==> config.mk <==
export PLATFORM = sky130hd
export DESIGN_NAME = lsu_mem_ctrl
export DESIGN_NICKNAME = d
export VERILOG_FILES = /design/src/rtl/lsu_mem_ctrl.sv
export SDC_FILE = /design/constraint.sdc
export NUM_CORES = 1
export LEC_CHECK = 0
export CAP_MARGIN = 20
export CORE_ASPECT_RATIO = 1.75
export CORE_MARGIN = 5
export CORE_UTILIZATION = 43
export CTS_BUF_LIST = sky130_fd_sc_hd__clkbuf_16
export DETAILED_ROUTE_END_ITERATION = 7
export PLACE_DENSITY = 0.92
export SETUP_SLACK_MARGIN = 0.4
export SYNTH_ARGS = -nofsm -noshare
export SYNTH_HDL_FRONTEND = slang
export SYNTH_SLANG_ARGS = --single-unit
==> constraint.sdc <==
create_clock -name clk -period 2.1 [get_ports clk]
set_input_delay 0.42 -clock clk [delete_from_list [all_inputs] [get_ports clk]]
set_output_delay 0.42 -clock clk [all_outputs]
set_load 0.02 [all_outputs]
==> src/rtl/lsu_mem_ctrl.sv <==
// Multi-cycle load/store controller: one upstream valid/ready access becomes one memory request/response, then a done pulse.
// Optional LSU_TIMEOUT_EN: abandon a memory transaction after TIMEOUT_CYCLES cycles in REQ/WAIT and report a fault.
module lsu_mem_ctrl #(
    parameter int ADDR_W         = 32,
    parameter int DATA_W         = 32,
    parameter int TIMEOUT_CYCLES = 255
) (
    input  logic              clk,
    input  logic              rst,
    input  logic              in_valid,
    output logic              in_ready,
    input  logic              in_we,
    input  logic [ADDR_W-1:0] in_addr,
    input  logic [2:0]        in_funct3,
    input  logic [DATA_W-1:0] in_wdata,
    output logic              mem_req_valid,
    input  logic              mem_req_ready,
    output logic              mem_we,
    output logic [ADDR_W-1:0] mem_addr,
    output logic [DATA_W-1:0] mem_wdata,
    output logic [3:0]        mem_wstrb,
    input  logic              mem_rsp_valid,
    input  logic [DATA_W-1:0] mem_rsp_rdata,
    output logic              done_valid,
    output logic [DATA_W-1:0] done_rdata,
    output logic              done_fault
);

    localparam logic [1:0] IDLE = 2'd0;
    localparam logic [1:0] REQ  = 2'd1;
    localparam logic [1:0] WAIT = 2'd2;
    localparam logic [1:0] DONE = 2'd3;

    logic [1:0]        state_reg;
    logic              mem_we_reg;
    logic [ADDR_W-1:0] mem_addr_reg;
    logic [DATA_W-1:0] mem_wdata_reg;
    logic [3:0]        mem_wstrb_reg;
    logic [2:0]        funct3_reg;
    logic [1:0]        off_reg;
    logic [DATA_W-1:0] done_rdata_reg;
    logic              done_fault_reg;

    logic [1:0]        off;
    logic              illegal;
    logic              misaligned;
    logic              fault_next;
    logic [3:0]        wstrb_next;
    logic [DATA_W-1:0] wdata_next;
    logic [7:0]        rsp_byte;
    logic [15:0]       rsp_half;
    logic [DATA_W-1:0] load_data;
    logic              timeout_hit;

    assign off = in_addr[1:0];

    // Access decode; funct3[1:0] is the size code for both loads and stores.
    always_comb begin
        if (in_we) begin
            illegal = in_funct3[2] | (in_funct3[1:0] == 2'b11);
        end else begin
            illegal = (in_funct3 == 3'b011) | (in_funct3[2:1] == 2'b11);
        end
        case (in_funct3[1:0])
            2'b01:   misaligned = off[0];
            2'b10:   misaligned = |off;
            default: misaligned = 1'b0;
        endcase
        fault_next = illegal | misaligned;
        wstrb_next = 4'b0000;
        wdata_next = '0;
        if (in_we) begin
            case (in_funct3[1:0])
                2'b00: begin
                    wstrb_next = 4'b0001 << off;
                    wdata_next = {4{in_wdata[7:0]}};
                end
                2'b01: begin
                    wstrb_next = 4'b0011 << off;
                    wdata_next = {2{in_wdata[15:0]}};
                end
                default: begin
                    wstrb_next = 4'b1111;
                    wdata_next = in_wdata;
                end
            endcase
        end
    end

    assign rsp_byte = mem_rsp_rdata[{off_reg, 3'b000} +: 8];
    assign rsp_half = mem_rsp_rdata[{off_reg[1], 4'b0000} +: 16];

    always_comb begin
        case (funct3_reg)
            3'b000:  load_data = {{(DATA_W-8){rsp_byte[7]}}, rsp_byte};
            3'b001:  load_data = {{(DATA_W-16){rsp_half[15]}}, rsp_half};
            3'b100:  load_data = {{(DATA_W-8){1'b0}}, rsp_byte};
            3'b101:  load_data = {{(DATA_W-16){1'b0}}, rsp_half};
            default: load_data = mem_rsp_rdata;
        endcase
    end

`ifdef LSU_TIMEOUT_EN
    localparam logic [7:0] TIMEOUT_LIMIT = 8'(TIMEOUT_CYCLES);
    logic [7:0] cnt_reg;

    always_ff @(posedge clk) begin
        if (rst || state_reg == IDLE) begin
            cnt_reg <= 8'd0;
        end else if (state_reg == REQ || state_reg == WAIT) begin
            cnt_reg <= cnt_reg + 8'd1;
        end
    end

    // Fires in the last allowed cycle so DONE follows exactly TIMEOUT_CYCLES cycles of REQ/WAIT.
    assign timeout_hit = (state_reg == REQ || state_reg == WAIT) && (cnt_reg == TIMEOUT_LIMIT - 8'd1);
`else
    logic unused_timeout;
    assign unused_timeout = (TIMEOUT_CYCLES != 0);
    assign timeout_hit    = 1'b0;
`endif

    always_ff @(posedge clk) begin
        if (rst) begin
            state_reg      <= IDLE;
            mem_we_reg     <= 1'b0;
            mem_addr_reg   <= '0;
            mem_wdata_reg  <= '0;
            mem_wstrb_reg  <= 4'b0000;
            funct3_reg     <= 3'b000;
            off_reg        <= 2'b00;
            done_rdata_reg <= '0;
            done_fault_reg <= 1'b0;
        end else begin
            case (state_reg)
                IDLE: begin
                    if (in_valid) begin
                        funct3_reg <= in_funct3;
                        off_reg    <= off;
                        if (fault_next) begin
                            done_fault_reg <= 1'b1;
                            done_rdata_reg <= '0;
                            state_reg      <= DONE;
                        end else begin
                            mem_we_reg    <= in_we;
                            mem_addr_reg  <= {in_addr[ADDR_W-1:2], 2'b00};
                            mem_wdata_reg <= wdata_next;
                            mem_wstrb_reg <= wstrb_next;
                            state_reg     <= REQ;
                        end
                    end
                end
                REQ: begin
                    if (timeout_hit) begin
                        done_fault_reg <= 1'b1;
                        done_rdata_reg <= '0;
                        state_reg      <= DONE;
                    end else if (mem_req_ready) begin
                        state_reg <= WAIT;
                    end
                end
                WAIT: begin
                    if (mem_rsp_valid) begin
                        done_fault_reg <= 1'b0;
                        done_rdata_reg <= mem_we_reg ? '0 : load_data;
                        state_reg      <= DONE;
                    end else if (timeout_hit) begin
                        done_fault_reg <= 1'b1;
                        done_rdata_reg <= '0;
                        state_reg      <= DONE;
                    end
                end
                default: state_reg <= IDLE;
            endcase
        end
    end

    assign in_ready      = (state_reg == IDLE);
    assign mem_req_valid = (state_reg == REQ);
    assign mem_we        = mem_we_reg;
    assign mem_addr      = mem_addr_reg;
    assign mem_wdata     = mem_wdata_reg;
    assign mem_wstrb     = mem_wstrb_reg;
    assign done_valid    = (state_reg == DONE);
    assign done_rdata    = done_rdata_reg;
    assign done_fault    = done_fault_reg;

endmodule

Word level (Yosys, flattened, before mapping)
Cells that the tools add are included.
Operators by class
  equal/unequal tests: 15
  reductions and logical operators: 9
  mux-type cells: 21
  shift-type cells: 4
  bitwise operators: 4
Operator list (number)
  $mux 32: 5
  $pmux 32 s2: 2
  $pmux 32 s4: 1
  $shiftx 32x6->16: 1
  $shiftx 32x6->8: 1
  $eq 2x2->1 const B: 5
  $mux 2: 4
  $pmux 4 s2: 1
  $eq 3x3->1 const B: 2
  $pmux 2 s3: 1
  $reduce_and 3->1: 2
  $eq 2x1->1 const B: 2
  $logic_not 2->1: 2
  $mux 1: 4
  $mux 4: 1
  $ne 2x1->1 const B: 2
  $ne 2x2->1 const B: 2
  $pmux 1 s2: 2
  $reduce_and 4->1: 1
  $shl 1x2->4 const A: 1
  $shl 2x2->4 const A: 1
  $eq 3x1->1 const B: 1
  $eq 3x2->1 const B: 1
  $logic_not 3->1: 1
  other kinds (5): 7
Storage, ports and cells
  bits in registers: 107
  word-level logic and storage cells: 62
  output and inout port bits: 105
  bits of input ports: 105

Longest topological paths before layout
  depth in word-level cells: 7
  mapped depth: 10
  mapped depth without buffers: 7

Worst setup path before layout
No wires, ideal clock.
  path kind: flip-flop to flip-flop
  start point: register state_reg[0]
  end point: register mem_addr_reg[22], in the netlist mem_addr[22]
  arrival: 1.901 ns
  clock period less this slack: 2.033 ns
  required time: 1.968 ns
  slack: 0.067 ns
  setup time: 0.132 ns
  cell stages (with the launch flop): 10
  buffers on the path: 3
  path through: dfxtp_1 > inv_1 > ha_1 > clkbuf_1 > nand2_1 > a211o_1 > buf_2 > buf_1 > nand2_1 > a21oi_1
Between the ends
  word-level cells in the longest chain between the ends: 2
RTL lines
  start: declaration: RTL line 34  | logic [1:0] state_reg;
  start signal: assignment: RTL line 125  | state_reg <= IDLE;
  start signal: assignment: RTL line 143  | state_reg <= DONE;
  start signal: assignment: RTL line 149  | state_reg <= REQ;
  $logic_not 2->1
  named net in_ready: RTL line 11  | output logic in_ready,
  $reduce_and 3->1 (no line)
  end signal: assignment: RTL line 146  | mem_addr_reg <= {in_addr[ADDR_W-1:2], 2'b00};
  end: declaration: RTL line 36  | logic [ADDR_W-1:0] mem_addr_reg;
The timed path passes the listed nets, and every way through them passes these cells.
A chain may end at the register's enable or synchronous reset.

Worst setup path in the final report
  start point: input port in_funct3[1]
  end point: register done_rdata_reg[22], in the netlist done_rdata[22]
Between the ends
  word-level cells in the longest chain between the ends: 6
  elaborated cells on any way between the ends: 12
  those cells by class: eq/ne (6); mux (2); bitwise (3); reduce/logical (1)
RTL lines
  start: declaration: RTL line 14  | input logic [2:0] in_funct3,
  $eq 3x2->1 (tied with other cells): RTL line 62  | illegal = (in_funct3 == 3'b011) | (in_funct3[2:1] == 2'b11);
  $or 1x1->1 (on tied branches): RTL line 62, 60
  $mux 1: RTL line 59  | if (in_we) begin
  $or 1x1->1 (*): RTL line 69  | fault_next = illegal | misaligned;
  $ne 2x1->1 (no line) (*)
  $reduce_and 4->1 (no line) (*)
  end signal: assignment: RTL line 165  | done_rdata_reg <= mem_we_reg ? '0 : load_data;
  end: declaration: RTL line 41  | logic [DATA_W-1:0] done_rdata_reg;
Every way passes the cells marked *; elsewhere a longest branch is shown, timed or not.

==> results.md <==
- The sequential-to-total area share from yosys stat is 43.0%.
- The number of buffers and inverters on the critical path is 7.
- The number of max-cap violations is 0.
- The number of buffers added by the clock tree synthesis step is 9.
- Dividing total power by cell area gives a power density of 907 nW/um^2.
- After synthesis, the largest area contributor takes up 43.0% of total cell area.
- The largest fanout on the critical path is 5.
- Counting flops with an async set or reset pin after synthesis yields a share of 0%.
- For the worst-skew pair, the clock arrives at the later sink with an insertion delay of 340 ps.
- Yosys mapped the design onto 41 distinct sky130hd cell types.
- Sorting the synthesized cells by how often they occur yields 107 x dfxtp_1, 104 x nand2_1, 69 x a21oi_1.
- After technology mapping, the gate count stands at 605.
- The synthesized design contains 107 register bits.
- In this run the standard cell core region covers 11,500 um^2.
- Across all setup checks in the final design, the least slack found is 268 ps.
- Measured along the y axis, the die boundary spans 152 um.
- Dividing the synthesized area by the synthesized cell count gives 8.24 um^2.
- Hold is met by 458 ps.
- In this run the cell area of the synthesized design comes to 4990 um^2.
- The cell-internal power is 5.31 mW.
- The worst supply voltage drop on vdd is 0.902 mV.
- Global routing used 26.9% of the available met1 tracks.
- The most congested layer reported by global routing is met2.
- Yosys printed 0 warnings.
- Dividing the final minimum period by the clock period gives 87.3%.
- Once detailed placement completed, the half-perimeter wirelength came to 12.1 mm.
- The multiplexer share of the synthesized area is 3.81%.
- By area, the combinational part of the netlist is dominated by simple AND/OR/NAND/NOR gates.
- The cell sitting at the root of the clock tree is a clkbuf_16.
- In this run the worst hold path is classified as reg -> reg.
- The die extent in x is 91.4 um.
- The die footprint is 13,900 um^2.
- Headroom to the max-slew limit came out at 61.3%.
- The critical path goes through buf_6, buf_12, inv_12, ha_4, o21ai_4, buf_6, a21oi_4, o221ai_4, buf_12, buf_8, buf_16, nand3b_1, o31ai_2.
- Entering global routing, the biggest net connects 109 pins.
- The overall global routing resource usage is 25.8%.
- 210 I/O pins were placed.
- In this run, the combinational gates consume 49.2% of the power.
- The run finished with clean final reports.
- The number of DRC violations after detailed routing is 0.
- In the global route stage, met3 resource usage came out at 6.47%.
- The finished layout holds 986 standard cells, fillers aside.
- The number of antenna violations at the first check in global routing is 1.
- STA classifies the critical path startpoint as a primary input.
- On the worst path, the slowest cell contributes a delay of 240 ps.
- On the critical path, the stage with the largest delay is an instance of o221ai_4.
- Cells fill 80.0% of the core in the end.
- The total congestion overflow is 0.
- Summing the areas of all and, or, nand and nor instances in the mapped netlist gives 22.4% of the synthesized area.
- Grouping stages by cell kind, the critical path spends the most delay in buffers and inverters.
- The first global-routing pass estimated 29.2 mm of wire.
- For flop-to-flop paths, the worst setup slack is 280 ps.
- By area the synthesized netlist is led by dfxtp_1 43%, nand2_1 7.8%, nand3b_1 7.5%.
- The adder-cell share of the synthesized area is 2.26%.
- The number of placed instances, taps included, is 930.
- Setup violations remaining at the end of the flow were counted as 0.
- Input and output buffers added on the ports amount to 207.
- dfxtp_1 takes more of the synthesized area than any other cell.
- The placement-stage worst setup slack is -480 ps.
- The standard-cell row count is 52.
- The number of nets in the layout is 960.
- In this run the remaining antenna-violating nets after routing total 0.
- The met2 track demand over resource is 47.2%.
- The number of pins exceeding their max-slew limit in the final report was 0.
- The clock network burns 21.6% of the power.
- The most used standard cell by instance count after synthesis is dfxtp_1.
- Sequential cells burn 29.3% of the power.
- The effective utilization at floorplan is 43.6%.
- The worst setup path is of the in -> reg kind.
- The xor-xnor portion of the synthesized cell area is 0%.
- The final period demand of the worst path is 1830 ps.
- The final weighted congestion of routability-driven global placement is 0.876.
- The clock tree from TritonCTS is done.
- The number of buffers on the longest clock path is 2.
- The first-pass iteration count of the detailed router is 5.
- The synthesized netlist devotes 22.3% of its cell area to compound gates.
- The static leakage is 3.86 nW.
- The clock tree synthesis step divided the H-tree into 3 levels.
- The number of global-route vias before repair is 5,583.
- Yosys mapped a number of flops with a built-in enable equal to 0.
- The total length of routed wires is 21.9 mm.
- The count of vias placed by the detailed router is 5,783.
- The number of vias per cell after detailed routing is 5.87.
- The area growth from synthesis to layout is 83.7%.
- The hold violation total from the final report is 0.
- Based on the critical path, the design can be clocked at up to 0.546 GHz.
- The worst setup path is captured at a register.
- The clock tree skew after final layout is 7.32 ps.
- The worst endpoint data arrival time is 2070 ps.
- After clock tree synthesis, the clock-pin slew on the worst setup and hold paths is 70 ps.
- Setup repair after global routing could not meet its margin everywhere.
- For this run, the leading register cell type out of synthesis is dfxtp_1.
- The analysis attributes to net switching a power of 3.00 mW.
- For the worst setup path, the data required time is 2340 ps.
- The number of design-rule violations left by the first detailed-router iteration is 315.
- The average wire per standard cell is 22.2 um.
- The fraction of final layout cells sized beyond drive strength 1 is 30.4%.
- The share of total power consumed by net switching is 36.1%.
- The number of clock sinks is 107.
- The actual transition at the worst max-transition pin is 575 ps.
==> metal layers <==
| metal | up-vias | part of all wire, % |
|---|---|---|
| met2 | 300 | 54 |
| met3 | 83 | 6.6 |
| met4 | 0 | 5.7 |
| li1 | 2618 | - |
| met5 | - | 0 |
| met1 | 2782 | 33 |
==> cells by family (layout without fill, tap and decap cells) <==
family | after synthesis | in the layout
compound gates | 179 | 179
fa+ha+maj | 9 | 9
buf+inv | 67 | 311
flops | 107 | 107
mux | 18 | 18
other cells | 1 | 3
simple gates | 224 | 224
==> placed cells by master (no fill, tap or decap), drive strengths merged, types with 2 or more instances in the layout <==
master           n
nor3b            2
o31ai           31
clkinvlp         2
dlygate4sd2     99
o22ai            7
dfxtp          107
o221ai           9
a31oi            2
o21ai           48
nand2          104
ha               9
clkbuf          15
nor3             4
or2              3
a22oi            8
bufinv           2
nand2b           5
inv             11
nand3b          50
a21oi           69
dlymetal6s2s     9
nor2            27
clkdlybuf4s50   92
buf             78
clkdlybuf4s15    2
mux2             8
conb             2
nand3           25
mux2i           10
==> through the flow <==
step	area, um^2	setup TNS, ps	total power, mW
CTS	8330	0	7.74
detailed placement	7410	-33250	4.93
floorplan	5150	0	3.88
global route	9160	0	8.63
global placement	7410	-28650	4.87
finish	9160	0	8.31
==> layout make-up <==
class,instances,area (um^2)
inverter,10,55.1
clock buffer,9,225
timing repair buffer,286,3050
multi-input combinational,432,3430
clock inverter,6,82.6
tap,135,169
fill,683,2290
antenna,1,2.50
sequential,107,2150
==> worst min-delay path: stages (launching register included) <==
cell and delay, ps:
dfxtp_1 310, nand2_1 50, a21oi_1 50
==> power by group through the flow <==
| stage | Clock [mW] | Sequential [mW] | Combinational, mW |
|---|---|---|---|
| floorplan | 0 | 2.63 | 1.24 |
| global placement | 0 | 2.44 | 2.43 |
| detailed placement | 0 | 2.45 | 2.48 |
| CTS | 1.79 | 2.41 | 3.53 |
| global route | 1.91 | 2.46 | 4.26 |
| finish | 1.79 | 2.43 | 4.08 |
==> timing repair <==
action                                  CTS  global route
endpoints found under the setup margin  196            95
resized for setup                       191           153
hold buffers                              0             0
cloned                                   11             5
pin swaps                                21            75
setup buffers                            14            10
==> path summary, 6_finish.rpt <==
path,to,cells after the start,from
worst min-delay path,mem_wdata[7],2,mem_wdata[7]
worst max-delay path,done_rdata[22],13,in_funct3[1]
worst min register to register,mem_wdata[7],2,mem_wdata[7]
worst max register to register,done_rdata[22],6,state_reg[0]
Power figures use the tool's default switching activity.
==> edit 1: new RTL, config.mk and constraints unchanged <==
Register the output `done_fault` once more, without a reset; this adds one clock of latency there. The other outputs are not delayed to match.
--- a/src/rtl/lsu_mem_ctrl.sv
+++ b/src/rtl/lsu_mem_ctrl.sv
@@ -183,7 +183,9 @@
     assign mem_wstrb     = mem_wstrb_reg;
     assign done_valid    = (state_reg == DONE);
     assign done_rdata    = done_rdata_reg;
-    assign done_fault    = done_fault_reg;
+    always_ff @(posedge clk) begin
+        done_fault <= done_fault_reg;
+    end
 
 endmodule
 
Formal check against the unedited RTL: not equivalent (Yosys sat finds a counterexample within 4 cycles, from zero or initial values and one cycle with rst high).
==> edit 1 against the unedited design <==
Synthesized area is 0.40% higher. Largest power group unchanged. Via count is 0.50% lower. Wire length is 4.1% lower. Setup slack worse by 110 ps. Total power is 1.3% lower. Critical endpoint is now mem_wdata[7]$_SDFFE_PP0P_. Sequential cell count is 1 higher. First-iteration DRC count is 13% higher. Largest cell class is now buffers. Register-to-register slack better by 20 ps. Cell area is 1.7% lower.
==> edit 1: results (changes against the unedited design) <==
[status]
status=complete, no violations  ; unchanged

[global_routing]
antenna_found_initial=0  ; was 1
use_met2_pct=48.4  ; was 47.2%
grt_use_total_pct=26.4  ; was 25.8%
grt_pass1_wl_mm=29.7  ; was 29.2 mm
grt_max_degree=60  ; was 109
gr-usage-met1_pct=27.5  ; was 26.9%

[drt]
firstDrtPassIters=8  ; was 5
viasPerCell=5.75  ; was 5.87
wl_met1_mm=7.17  ; was 7.31 mm
wl_met3_mm=1.34  ; was 1.44 mm
route.met2.wl_mm=11.3  ; was 11.9 mm

[placed_design]
gp_congestion=0.894  ; was 0.876
place_area_sq_um=7410  ; about the same
pre_cts_ws_ps=-506  ; was -480 ps
dp_hpwl_mm=12.3  ; was 12.1 mm
place_inst=934  ; was 930

[synthesis]
synth_area_leaders=dfxtp_1 (43%), nand2_1 (7.8%), nand3b_1 (7.5%), a21oi_1 (6.9%), o21ai_0 (4.3%)  ; unchanged
synth_commonest_cells=dfxtp_1 (108), nand2_1 (104), a21oi_1 (69)  ; was dfxtp_1 (107), nand2_1 (104), a21oi_1 (69)
yosysSeqAreaShare_pct=43.2  ; was 43.0%
syn_inst=606  ; was 605

[setup_path]
rrSetupSlack_ps=300  ; was 280 ps
critPathArrivalTime_ps=2220  ; was 2070 ps
cp_slowest_cell=a211oi_4  ; was o221ai_4
critPathMaxFanout=9  ; was 5
r2r_end=mem_wdata[15]$_SDFFE_PP0P_  ; was done_rdata[22]$_SDFFE_PP0P_
reg2reg_depth=9  ; was 6
endpoint=mem_wdata[7]$_SDFFE_PP0P_  ; was done_rdata[22]$_SDFFE_PP0P_

[power_and_ir_drop]
ir_worst_vdd_mv=0.576  ; was 0.902 mV
power_leakage_uw=0.00379  ; was 0.00386 uW

[hold_path]
holdPathStages=0  ; was 2

[sta]
finalClockSkew_ps=6.86  ; was 7.32 ps

[finish]
drive_gt1_share_pct=25.3  ; was 30.4%
finalNetCount=974  ; was 960

==> edit 1: what timing repair did <==
item,4_1_cts,5_1_grt
pin swaps,33,29
setup buffers,20,6
gates cloned,13,11
resized for setup,201,84
endpoints found under the setup margin,204,103
==> edit 1: cells by family after synthesis <==
logic type,after synthesis,synth area share (%)
flip-flops,108,43.2
buffers and inverters,67,6.27
AO/OA/AOI/OAI,179,22.2
AND/OR/NAND/NOR,224,22.3
adder cells (fa/ha/maj),9,2.25
other,1,0.0749
multiplexers,18,3.80
==> edit 1: cell type report <==
cell class	instances	area, sq um
antenna	1	2.50
clock buffer	9	225
clock inverter	7	67.6
fill	730	2510
inverter	10	57.6
multi-input combinational	433	3070
sequential	108	2170
tap	135	169
timing repair buffer	298	3240
==> edit 1: worst min-delay path by stage <==
stage                     slack [ps]            endpoint                        start
after floorplan                  330  done_fault$_DFF_P_  done_fault_reg$_SDFFE_PP0P_
after global placement           340  done_fault$_DFF_P_  done_fault_reg$_SDFFE_PP0P_
after detailed placement         350  done_fault$_DFF_P_  done_fault_reg$_SDFFE_PP0P_
after CTS                        360  done_fault$_DFF_P_  done_fault_reg$_SDFFE_PP0P_
after global routing             360  done_fault$_DFF_P_  done_fault_reg$_SDFFE_PP0P_
final                            360  done_fault$_DFF_P_  done_fault_reg$_SDFFE_PP0P_
==> edit 1: worst reg2reg max path: stages, from the launching register on <==
cell	delay [ps]
dfxtp_4	370
inv_4	80
ha_4	170
buf_4	120
nand2_2	90
a211o_4	330
buf_12	160
buf_16	130
nand3b_1	160
o21ai_4	90
==> edit 1: where the power goes <==
| group | total [uW] | internal [uW] | switching [uW] |
|---|---|---|---|
| combinational | 4040 | 2080 | 1960 |
| sequential | 2440 | 2280 | 164 |
| clock | 1720 | 923 | 793 |
==> edit 2: new RTL, same flow settings <==
Without the edit above. Add a define of `LSU_TIMEOUT_EN`.
--- a/src/rtl/lsu_mem_ctrl.sv
+++ b/src/rtl/lsu_mem_ctrl.sv
@@ -1,5 +1,7 @@
 // Multi-cycle load/store controller: one upstream valid/ready access becomes one memory request/response, then a done pulse.
 // Optional LSU_TIMEOUT_EN: abandon a memory transaction after TIMEOUT_CYCLES cycles in REQ/WAIT and report a fault.
+`define LSU_TIMEOUT_EN
+
 module lsu_mem_ctrl #(
     parameter int ADDR_W         = 32,
     parameter int DATA_W         = 32,
Formal check against the unedited RTL: same outputs for any inputs over 4 cycles, from zero or initial values and one cycle with rst high; that may be too few to reach the edited logic, so the function may still have changed.
==> edit 2 against the unedited design <==
Synthesized area up 7.9%. Clock power up 63%. Cell area up 7.6%. Register-to-register slack worse by 90 ps. First-iteration DRC count up 15%. Total power up 9.1%. Sequential cell count up 8. Worst hold slack worse by 53 ps. Wire length up 5.4%. Critical path depth up 1. Largest cell class unchanged. Setup slack worse by 82 ps. Clock skew about the same.
==> edit 2: results (changes against the unedited design) <==
[sta]
worst_hold_slack_ps=406  ; was 458 ps
finalClockSkew_ps=7.21  ; was 7.32 ps

[placed_design]
place_inst=1036  ; was 930
place_area_sq_um=7900  ; was 7410 sq um
gp_congestion=0.978  ; was 0.876
pre_cts_ws_ps=-608  ; was -480 ps

[synthesis]
synth_area_leaders=dfxtp_1 (43%), nand2_1 (11%), a21oi_1 (9.8%), o2111ai_1 (3.9%), nand3_1 (2.7%)  ; was dfxtp_1 (43%), nand2_1 (7.8%), nand3b_1 (7.5%), a21oi_1 (6.9%), o21ai_0 (4.3%)
yosysSeqAreaShare_pct=42.8  ; was 43.0%
synth_commonest_cells=nand2_1 (160), dfxtp_1 (115), a21oi_1 (105)  ; was dfxtp_1 (107), nand2_1 (104), a21oi_1 (69)
syn_inst=675  ; was 605

[global_routing]
grt_pass1_vias=6288  ; was 5583

[clock_network]
clk_latency_ps=410  ; was 340 ps
numCtsBuffers=17  ; was 9
cts.htree.levels=4  ; was 3
ctsResizeCount=238  ; was 191
post-cts-setup-buffer-count=28  ; was 14

[finish]
fillers=724  ; was 683
drive_gt1_share_pct=30.6  ; was 30.4%

[power_and_ir_drop]
ir_worst_vdd_mv=0.646  ; was 0.902 mV
pg_clk_uw=2910  ; was 1790 uW
p_comb_uw=3650  ; was 4080 uW
power_leakage_uw=0.00412  ; was 0.00386 uW
p_sw_uw=3060  ; was 3000 uW

[setup_path]
cpPeakStageDelay_ps=200  ; was 240 ps
rrSetupSlack_ps=190  ; was 280 ps
reg2reg_depth=7  ; was 6
cp_slowest_cell=o211ai_1  ; was o221ai_4

[hold_path]
holdPathStages=3  ; was 2

[drt]
viasPerCell=5.74  ; was 5.87

[status]
status=complete, no violations  ; unchanged

[edit 2: changes by cell type after synthesis, sizes merged, moves of 9 or more]
cell / before / now
nand2: 104 / 160
and3: 0 / 17
o2111ai: 0 / 24
a22oi: 8 / 17
nand3b: 50 / 0
a21oi: 69 / 106
o31ai: 31 / 0
o221ai: 9 / 0
o21ai: 48 / 23
[edit 2: layout make-up]
cell class,count,share of cell area [%]
Antenna cell,1,0.0254
Clock buffer,17,4.32
Clock inverter,15,1.69
Inverter,11,0.546
Multi-Input combinational cell,493,35.8
Sequential cell,115,23.5
Tap cell,168,2.13
Timing Repair Buffer,302,32.0
[edit 2: layer usage]
| metal | routed length, um | part of all wire [%] | GRT usage (%) | vias to the layer above |
|---|---|---|---|---|
| met2 | 12700 | 55 | 53.4 | 356 |
| met3 | 1530 | 6.6 | 5.99 | 95 |
| met4 | 1350 | 5.8 | 15.1 | 0 |
| li1 | - | - | - | 2907 |
| met5 | 0 | 0 | 0 | - |
| met1 | 7480 | 32 | 28.1 | 3078 |
[edit 2: logic make-up (layout without fill, tap and decap cells)]
group	Yosys count	count (layout)	share of synthesized area, %
compound gates	203	203	23.5
xor+xnor	5	5	0.814
fa+ha+maj	10	10	2.33
buf+inv	68	345	6.14
flops	115	115	42.8
mux	13	13	2.61
other cells	1	3	0.0697
simple gates	260	260	21.8
[edit 2: final timing paths]
kind	from	to
setup / recovery	in_funct3[0]	mem_addr[22]$_SDFFE_PP0P_
hold reg to reg	mem_wdata[1]$_SDFFE_PP0P_	mem_wdata[1]$_SDFFE_PP0P_
hold / removal	rst	state_reg[0]$_SDFFE_PP0P_
setup reg to reg	state_reg[0]$_SDFFE_PP0P_	state_reg[0]$_SDFFE_PP0P_
